<file path="src/rtl/fetch_pkg.sv">
// Shared types and constants for the instruction fetch controller.
package fetch_pkg;

    typedef enum logic [2:0] {
        ST_IDLE,
        ST_REQ,
        ST_HOLD,
        ST_DRAIN,
        ST_FAULT
    } fetch_state_t;

    localparam logic        RESET         = 1'b1;
    localparam logic [31:0] PC_STEP       = 32'd4;
    localparam logic [31:0] PC_ALIGN_MASK = 32'hFFFF_FFFC;

    function automatic logic [31:0] align_pc(input logic [31:0] addr);
        return addr & PC_ALIGN_MASK;
    endfunction

endpackage

</file>
<file path="src/rtl/fetch_if.sv">
// Instruction memory bus and fetch-to-decode handshake, bundled together.
interface fetch_if;
    logic        imem_req;
    logic [31:0] imem_addr;
    logic        imem_ack;
    logic [31:0] imem_rdata;
    logic        imem_err;
    logic        if_valid;
    logic [31:0] if_instr;
    logic [31:0] if_pc;
    logic        id_ready;

    modport master (
        output imem_req, imem_addr, if_valid, if_instr, if_pc,
        input  imem_ack, imem_rdata, imem_err, id_ready
    );

    modport slave (
        input  imem_req, imem_addr, if_valid, if_instr, if_pc,
        output imem_ack, imem_rdata, imem_err, id_ready
    );
endinterface

</file>
<file path="src/rtl/fetch_npc.sv">
// Next-PC target select: trap > redirect > pending target > sequential.
module fetch_npc
    import fetch_pkg::*;
(
    input  logic [31:0] pc_cur,
    input  logic        trap_valid,
    input  logic [31:0] trap_vec,
    input  logic        redirect_valid,
    input  logic [31:0] redirect_addr,
    input  logic        pending_valid,
    input  logic [31:0] pending_addr,
    output logic [31:0] pc_next
);

    always_comb begin
        if (trap_valid)
            pc_next = align_pc(trap_vec);
        else if (redirect_valid)
            pc_next = align_pc(redirect_addr);
        else if (pending_valid)
            pc_next = pending_addr;
        else
            pc_next = pc_cur + PC_STEP;
    end

endmodule

</file>
<file path="src/rtl/fetch_ctrl.sv">
// Single-outstanding instruction fetch controller driving an external PC register.
//   state    | meaning
//   IDLE     | no request; waits for stall to drop
//   REQ      | request at pc_cur outstanding
//   HOLD     | instruction buffered for decode
//   DRAIN    | request outstanding, its data will be discarded
//   FAULT    | fetch error reported, waits for trap
module fetch_ctrl
    import fetch_pkg::*;
(
    input  logic         clk,
    input  logic         rst,
    input  logic [31:0]  pc_cur,
    output logic         pc_hold,
    output logic [31:0]  pc_next,
    fetch_if.master      fif,
    input  logic         stall,
    input  logic         redirect_valid,
    input  logic [31:0]  redirect_addr,
    input  logic         trap_valid,
    input  logic [31:0]  trap_vec,
    output logic         fault,
    output logic [31:0]  fault_pc
);

    fetch_state_t state, state_d, go_state;
    logic         if_valid_q, fault_q;
    logic [31:0]  if_instr_q, if_pc_q, fault_pc_q, pend_q;
    logic         req, hold, capture, drop, set_fault, clr_fault, latch_pend;
    logic         redir_ok, jump;
    logic [31:0]  npc_addr;

    // A faulted fetcher only leaves through a trap.
    assign redir_ok = redirect_valid && (state != ST_FAULT);
    assign jump     = trap_valid || redir_ok;
    assign go_state = stall ? ST_IDLE : ST_REQ;

    fetch_npc u_npc (
        .pc_cur        (pc_cur),
        .trap_valid    (trap_valid),
        .trap_vec      (trap_vec),
        .redirect_valid(redir_ok),
        .redirect_addr (redirect_addr),
        .pending_valid (state == ST_DRAIN),
        .pending_addr  (pend_q),
        .pc_next       (npc_addr)
    );

    always_comb begin
        state_d    = state;
        req        = 1'b0;
        hold       = 1'b1;
        capture    = 1'b0;
        drop       = 1'b0;
        set_fault  = 1'b0;
        clr_fault  = 1'b0;
        latch_pend = 1'b0;
        case (state)
            ST_IDLE: begin
                hold    = !jump;
                state_d = go_state;
            end
            ST_REQ: begin
                req = 1'b1;
                if (jump) begin
                    if (fif.imem_ack) begin
                        hold    = 1'b0;
                        state_d = go_state;
                    end else begin
                        latch_pend = 1'b1;
                        state_d    = ST_DRAIN;
                    end
                end else if (fif.imem_ack) begin
                    if (fif.imem_err) begin
                        set_fault = 1'b1;
                        state_d   = ST_FAULT;
                    end else begin
                        hold    = 1'b0;
                        capture = 1'b1;
                        state_d = ST_HOLD;
                    end
                end
            end
            ST_HOLD: begin
                if (jump || fif.id_ready) begin
                    hold    = !jump;
                    drop    = 1'b1;
                    state_d = go_state;
                end
            end
            ST_DRAIN: begin
                req = 1'b1;
                if (fif.imem_ack) begin
                    hold    = 1'b0;
                    state_d = go_state;
                end else if (jump) begin
                    latch_pend = 1'b1;
                end
            end
            ST_FAULT: begin
                if (trap_valid) begin
                    hold      = 1'b0;
                    clr_fault = 1'b1;
                    state_d   = go_state;
                end
            end
            default: state_d = ST_IDLE;
        endcase
        if (rst == RESET) begin
            req  = 1'b0;
            hold = 1'b1;
        end
    end

    always_ff @(posedge clk) begin
        if (rst == RESET) begin
            state      <= ST_IDLE;
            if_valid_q <= 1'b0;
            if_instr_q <= '0;
            if_pc_q    <= '0;
            fault_q    <= 1'b0;
            fault_pc_q <= '0;
            pend_q     <= '0;
        end else begin
            state <= state_d;
            if (capture) begin
                if_valid_q <= 1'b1;
                if_instr_q <= fif.imem_rdata;
                if_pc_q    <= pc_cur;
            end else if (drop) begin
                if_valid_q <= 1'b0;
            end
            if (set_fault) begin
                fault_q    <= 1'b1;
                fault_pc_q <= pc_cur;
            end else if (clr_fault) begin
                fault_q <= 1'b0;
            end
            if (latch_pend)
                pend_q <= npc_addr;
        end
    end

    assign fif.imem_req  = req;
    assign fif.imem_addr = pc_cur;
    assign fif.if_valid  = if_valid_q;
    assign fif.if_instr  = if_instr_q;
    assign fif.if_pc     = if_pc_q;
    assign pc_hold       = hold;
    assign pc_next       = hold ? pc_cur : npc_addr;
    assign fault         = fault_q;
    assign fault_pc      = fault_pc_q;

endmodule
</file>
<file path="src/flat_wrapper.sv">
// flat-port wrapper written by rule: the top's interface ports become plain ports
module fetch_ctrl_flat import fetch_pkg::*;
  (clk, rst, pc_cur, pc_hold, pc_next, stall, redirect_valid, redirect_addr, trap_valid, trap_vec, fault, fault_pc, fif_imem_req, fif_imem_addr, fif_if_valid, fif_if_instr, fif_if_pc, fif_imem_ack, fif_imem_rdata, fif_imem_err, fif_id_ready);
  fetch_if fif_i ();
  input  logic clk;
  input  logic rst;
  input  logic [31:0] pc_cur;
  output logic pc_hold;
  output logic [31:0] pc_next;
  input  logic stall;
  input  logic redirect_valid;
  input  logic [31:0] redirect_addr;
  input  logic trap_valid;
  input  logic [31:0] trap_vec;
  output logic fault;
  output logic [31:0] fault_pc;
  output wire logic [$bits(fif_i.imem_req)-1:0] fif_imem_req;
  output wire logic [$bits(fif_i.imem_addr)-1:0] fif_imem_addr;
  output wire logic [$bits(fif_i.if_valid)-1:0] fif_if_valid;
  output wire logic [$bits(fif_i.if_instr)-1:0] fif_if_instr;
  output wire logic [$bits(fif_i.if_pc)-1:0] fif_if_pc;
  input wire logic [$bits(fif_i.imem_ack)-1:0] fif_imem_ack;
  input wire logic [$bits(fif_i.imem_rdata)-1:0] fif_imem_rdata;
  input wire logic [$bits(fif_i.imem_err)-1:0] fif_imem_err;
  input wire logic [$bits(fif_i.id_ready)-1:0] fif_id_ready;
  assign fif_imem_req = fif_i.imem_req;
  assign fif_imem_addr = fif_i.imem_addr;
  assign fif_if_valid = fif_i.if_valid;
  assign fif_if_instr = fif_i.if_instr;
  assign fif_if_pc = fif_i.if_pc;
  assign fif_i.imem_ack = fif_imem_ack;
  assign fif_i.imem_rdata = fif_imem_rdata;
  assign fif_i.imem_err = fif_imem_err;
  assign fif_i.id_ready = fif_id_ready;
  fetch_ctrl u_core (.clk(clk), .rst(rst), .pc_cur(pc_cur), .pc_hold(pc_hold), .pc_next(pc_next), .fif(fif_i), .stall(stall), .redirect_valid(redirect_valid), .redirect_addr(redirect_addr), .trap_valid(trap_valid), .trap_vec(trap_vec), .fault(fault), .fault_pc(fault_pc));
endmodule
</file>
<file path="config.mk">
export PLATFORM = sky130hd
export DESIGN_NAME = fetch_ctrl_flat
export DESIGN_NICKNAME = d
export VERILOG_FILES = /design/src/rtl/fetch_pkg.sv /design/src/rtl/fetch_if.sv /design/src/rtl/fetch_npc.sv /design/src/rtl/fetch_ctrl.sv /design/src/flat_wrapper.sv
export SDC_FILE = /design/constraint.sdc
export NUM_CORES = 1
export LEC_CHECK = 0
export CAP_MARGIN = 20
export CELL_PAD_IN_SITES_DETAIL_PLACEMENT = 0
export CELL_PAD_IN_SITES_GLOBAL_PLACEMENT = 1
export CORE_AREA = 8 8 230 122
export DETAILED_ROUTE_END_ITERATION = 10
export DIE_AREA = 0 0 238 130
export PLACE_DENSITY_LB_ADDON = 0.1
export SLEW_MARGIN = 25
export SYNTH_ARGS = -nofsm -noshare
export SYNTH_HDL_FRONTEND = slang
export SYNTH_SLANG_ARGS = --single-unit
</file>
<file path="constraint.sdc">
create_clock -name clk -period 3.3 [get_ports clk]
set_input_delay 0.825 -clock clk [delete_from_list [all_inputs] [get_ports clk]]
set_output_delay 0.825 -clock clk [all_outputs]
set_load 0.02 [all_outputs]
</file>
# Word-level counts from Yosys, hierarchy flattened
# Cells that the tools add are included.
dict set report op_classes {
  n_addsub 1
  n_mul 0
  n_div 0
  order_cmp 0
  n_eq_ne 9
  shifts 0
  n_mux 42
  bitwise_logic 0
  n_reduce_logical 9
}
# op n
set ops {}
lappend ops {{$mux 32} 4}
lappend ops {{$add 32x3->32 const B} 1}
lappend ops {{$mux 1} 28}
lappend ops {{$mux 3} 7}
lappend ops {{$pmux 3 s5} 1}
lappend ops {{$eq 3x2->1 const B} 2}
lappend ops {{$pmux 1 s5} 1}
lappend ops {{$ne 2x2->1 const B} 2}
lappend ops {{$reduce_and 4->1} 1}
lappend ops {{$reduce_bool 2->1} 2}
lappend ops {{$eq 3x1->1 const B} 1}
lappend ops {{$eq 3x3->1 const B} 1}
lappend ops {{$logic_not 3->1} 1}
lappend ops {{$ne 3x2->1 const B} 1}
lappend ops {{$ne 3x3->1 const B} 1}
lappend ops {{$logic_or 1x1->1} 2}
lappend ops {{$ne 2x1->1 const B} 1}
lappend ops {{$pmux 1 s2} 1}
lappend ops {{$reduce_or 2->1} 1}
lappend ops {{$logic_and 1x1->1} 1}
lappend ops {{$logic_not 1->1} 1}
dict set report word_totals {
  regBits 133
  latch_bits 0
  mem_bits_rw 0
  romBits 0
  out_inout_bits 164
  wordCells 68
  mem_count 0
}

# Longest topological paths before layout
dict set report logic_depth {
  depth_word 8
  mapped_depth 9
  mapped_depth_nobuf 6
}

# Hierarchy
# A second synthesis with hierarchy kept.
dict set report unflattened {
  cells_unflattened 946
  hier_area_um2 7145.6
}
# mod instances cells_each area_per_inst_um2 seq_area_each_um2
set modules_own_cells {}
lappend modules_own_cells {fetch_ctrl 1 677 5527.8 2662.6}
lappend modules_own_cells {fetch_npc 1 269 1617.8 0.0}

# Worst setup path after synthesis
# Ideal clock, no wire load.
dict set report synth_timing {
  path_type {input-to-output}
  start {input pc_cur[16]}
  end {output pc_next[26]}
  arrival_time_ns 2.659
  required_ns 2.475
  setup_slack_ns -0.184
  path_stages 8
  cell_sequence {buf_2 > and3_1 > and3_1 > clkbuf_1 > and2_1 > buf_1 > a21oi_1 > nor4_1}
}
dict set report synth_between {
  elab_chain_len 5
}
# item line
set synth_rtl {}
lappend synth_rtl {{from (decl)} flat_wrapper.sv:7} ;# input logic [31:0] pc_cur;
lappend synth_rtl {{$add 32x3->32} fetch_npc.sv:23} ;# pc_next = pc_cur + PC_STEP;
lappend synth_rtl {{$mux 32} fetch_npc.sv:20} ;# else if (pending_valid)
lappend synth_rtl {{$mux 32} fetch_npc.sv:18} ;# else if (redirect_valid)
lappend synth_rtl {{$mux 32} fetch_npc.sv:16} ;# if (trap_valid)
lappend synth_rtl {{$mux 32} fetch_ctrl.sv:150} ;# assign pc_next = hold ? pc_cur : npc_addr;
lappend synth_rtl {{to (decl)} flat_wrapper.sv:9} ;# output logic [31:0] pc_next;
# Every way passes these cells.

# Worst setup path in the final report
dict set report layout_timing {
  start {input fif_imem_err}
  end {output pc_next[21]}
}
dict set report layout_between {
  elab_chain_len 6
}
# item line
set layout_rtl {}
lappend layout_rtl {{from (decl)} flat_wrapper.sv:24} ;# input wire logic [$bits(fif_i.imem_err)-1:0] fif_imem_err;
lappend layout_rtl {{$mux 1} fetch_ctrl.sv:74} ;# if (fif.imem_err) begin
lappend layout_rtl {{$mux 1} fetch_ctrl.sv:73} ;# end else if (fif.imem_ack) begin
lappend layout_rtl {{$mux 1} fetch_ctrl.sv:65} ;# if (jump) begin
lappend layout_rtl {{$pmux 1 s5} fetch_ctrl.sv:58} ;# case (state)
lappend layout_rtl {{$mux 1} fetch_ctrl.sv:109} ;# if (rst == RESET) begin
lappend layout_rtl {{$mux 32} fetch_ctrl.sv:150}
# Every way passes these cells.

==> results.yml <==
yosys:
  syn_inst: 1002
  yosys.cell_types.count: 68
  async_reset_ff_frac: 0
  synth_area_per_cell_um2: 7.30
  syn_area_mm2: 0.00732
  synth-edff-count: 0
  seq_area_frac_synth: 0.364
  synth_fp_nets: 1139
  yosysWarningCount: 0
  synth-main-ff-cell: "dfxtp_1"
  ys_seq_elements: 133
timing:
  slew_violations: 0
  fin_ws_ns: -0.0153
  worstMarginPinSlew_ns: 1.00
  fin_tns_setup_ns: -0.0153
  hold_violations: 0
  skew_ns: 0.00767
  min_period_ns: 3.32
  rsz0062_at_grt: "true"
  setup_viol: 1
  finalCritPeriodShare: 1.00
  slew_headroom: 0.331
  max_freq_mhz: 302
layout:
  fin_area_mm2: 0.0128
  areaGrowthSynthToFinish_pct: 75.0
  multi_input_area_mm2: 0.00445
  fillers: 2420
  drive_gt1_frac: 0.266
  register_area_mm2: 0.00266
  nNetsFinal: 1539
  layout.cells.non_filler: 1757
clock_tree:
  clockRootBuffer: "clkbuf_16"
  htreeDepth: 4
  clk_latency_ns: 0.43
  cts_tree: "done"
  cts_sinks: 133
  cts_buffer_depth: 2
  path_clk_slew_ns: 0.06
  numCtsBuffers: 17
critical_path:
  crit_chain: "dlygate4sd2_1 > inv_2 > o21ai_1 > buf_4 > a21oi_4 > clkinv_4 > buf_6 > a21oi_1 > o22a_1 > buf_6"
  cp_slowest_stage_delay_ns: 0.27
  regToRegSetupSlack_ns: 0.88
  critPathCapture: "pc_next[21]"
  crit_type: "input port to output port"
  cp-start-kind: "input port"
  critPathMaxFanout: 16
  end_kind: "output port"
  crit_start: "fif_imem_err"
  crit_arrival_ns: 2.49
  reg2reg_to: "u_core.fif.if_pc[27]"
  crit_path_frequent_cell: "buf_6"
  ff2ff_path_depth: 8
  worstReg2RegStart: "u_core.state[0]"
  required_ns: 2.47
  crit_slowest_cell: "a21oi_4"
global_routing:
  grt-ovfl-total: 0
  grt_antenna_before_repair: 0
  grt_first_pass_wirelength_mm: 51.6
  grt_pass1_vias: 8555
  grt_max_degree: 86
  grt_util_all_layers: 0.214
detailed_routing:
  first_iter_violations: 636
  drc: 0
  vias: 8788
  finalWirelength_mm: 35.2
  viasPerCell: 5.00
  wire_per_inst_um: 20.0
  ant_nets: 0
  drt_pass1_iterations: 4
pwr:
  clock_power_share: 0.431
  ir_worst_vdd_uv: 263
  power_switching_w: 0.00141
  p_int_w: 0.00367
  pwr-share-seq: 0.328
  switching_share: 0.277
  p_leak_nw: 4.85
  combPwrFrac: 0.241
  power_density_mw_per_mm2: 397
placed_design:
  gp_congestion: 0.895
  placedCellCount: 1701
  io_buffers: 295
  dpl_cell_area_mm2: 0.0115
  post-place-ws_ns: -0.993
  place_hpwl_mm: 26.0
hold_path:
  min_path_cells: 2
  hold_path_class: "register to register"
floorplanning:
  dieArea_mm2: 0.0309
  pin_count: 300
  dieHeight_um: 130
  num_rows: 41
  core-area_mm2: 0.0247
  die_w_um: 238
  initial_utilization: 0.296
run_status:
  status: "finished, violations left"
  violations: "negative setup slack"
job:
  maxCapViolations: 0
[cells in the final DEF (no fill, tap or decap), types with 12 or more instances in the layout]
master           count
buf_6               24
clkbuf_16           19
dlygate4sd2_1       13
a21oi_1            121
nand2b_1            12
clkdlybuf4s50_1    230
nor2_1              73
buf_2               21
nand2_1            233
buf_4              194
o21ai_0             18
dfxtp_1            132
nor3_1              15
a211oi_1            15
inv_1               15
nand3_1             14
[sequential cells by signal (all words and copies together) (netlist names)]
signal / cells
u_core.fif.if_pc: 32
u_core.state: 3
u_core.fault: 1
u_core.fif.if_valid: 1
u_core.pend_q: 32
u_core.fault_pc: 32
u_core.fif.if_instr: 32
[worst min path at each step]
| stage | end | startpoint |
|---|---|---|
| after floorplan | u_core.pend_q[2] | u_core.pend_q[2] |
| after global placement | u_core.fif.if_instr[23] | u_core.fif.if_instr[23] |
| after detailed placement | u_core.fault_pc[12] | u_core.fault_pc[12] |
| after CTS | u_core.fif.if_instr[19] | u_core.fif.if_instr[19] |
| after global routing | u_core.fif.if_instr[14] | u_core.fif.if_instr[14] |
| final | u_core.fault_pc[9] | u_core.fault_pc[9] |
[power groups by stage]
stage          logic, W  clock network, W  registers [W]
6_report        0.00122           0.00219        0.00167
5_1_grt         0.00130           0.00230        0.00167
4_1_cts         0.00115           0.00224        0.00166
3_5_place_dp    0.00114                 0        0.00170
3_3_place_gp    0.00114                 0        0.00170
2_1_floorplan  0.000497                 0        0.00171
[cell usage after synthesis, types with 10 or more instances]
cell / number / area, um2
nand2_1: 236 / 886
dfxtp_1: 133 / 2660
a21oi_1: 129 / 646
nor2_1: 76 / 285
clkbuf_1: 51 / 191
buf_4: 38 / 285
o21ai_0: 25 / 125
a211oi_1: 21 / 158
nand3_1: 20 / 100
nor3_1: 20 / 100
inv_1: 18 / 67.6
a31oi_1: 17 / 106
buf_2: 15 / 75.1
nand2b_1: 14 / 87.6
and3_1: 13 / 81.3
buf_6: 10 / 113
o31ai_1: 10 / 75.1
[worst max-delay path, delay by kind of cell]
family	cells	cell delay, ns
buffers and inverters	6	0.94
AO/OA/AOI/OAI	4	0.71
[per-layer routing]
layer  part of all wire  GRT usage
met2               0.46      0.342
met5                  0          0
met1               0.46      0.282
met4              0.014     0.0572
met3              0.068     0.0619
[kinds of logic (layout without fill, tap and decap cells)]
kind of cell    after synthesis  count (layout)  share of synthesized area
flops                       133             133                      0.364
buf+inv                     138             548                      0.103
mux                           5               5                    0.00701
simple gates                434             434                      0.268
compound gates              285             285                      0.249
other cells                   0               1                          0
xor+xnor                      6               6                    0.00718
fa+ha+maj                     1               1                    0.00171
[per-stage QoR]
step	power (W)	hold WS [ns]	util
finish	0.00508	0.450	0.518
floorplan	0.00221	0.436	-
global placement	0.00284	0.442	0.465
global route	0.00528	0.471	0.518
CTS	0.00505	0.454	0.499
detailed placement	0.00284	0.446	0.465
[timing repair]
item,CTS,global route
buffers inserted,8,17
resized for setup,249,90
endpoints found under the setup margin,33,29
hold buffers,0,0
cloned,0,2
pin swaps,22,18
[area by class of cell]
class | count | area share
Tap cell | 344 | 0.0336
Sequential cell | 133 | 0.208
Multi-Input combinational cell | 731 | 0.347
Antenna cell | 1 | 0.000195
Clock buffer | 20 | 0.0356
Inverter | 18 | 0.00596
Timing Repair Buffer | 501 | 0.354
Clock inverter | 9 | 0.0157
(Power assumes the default switching activity.)
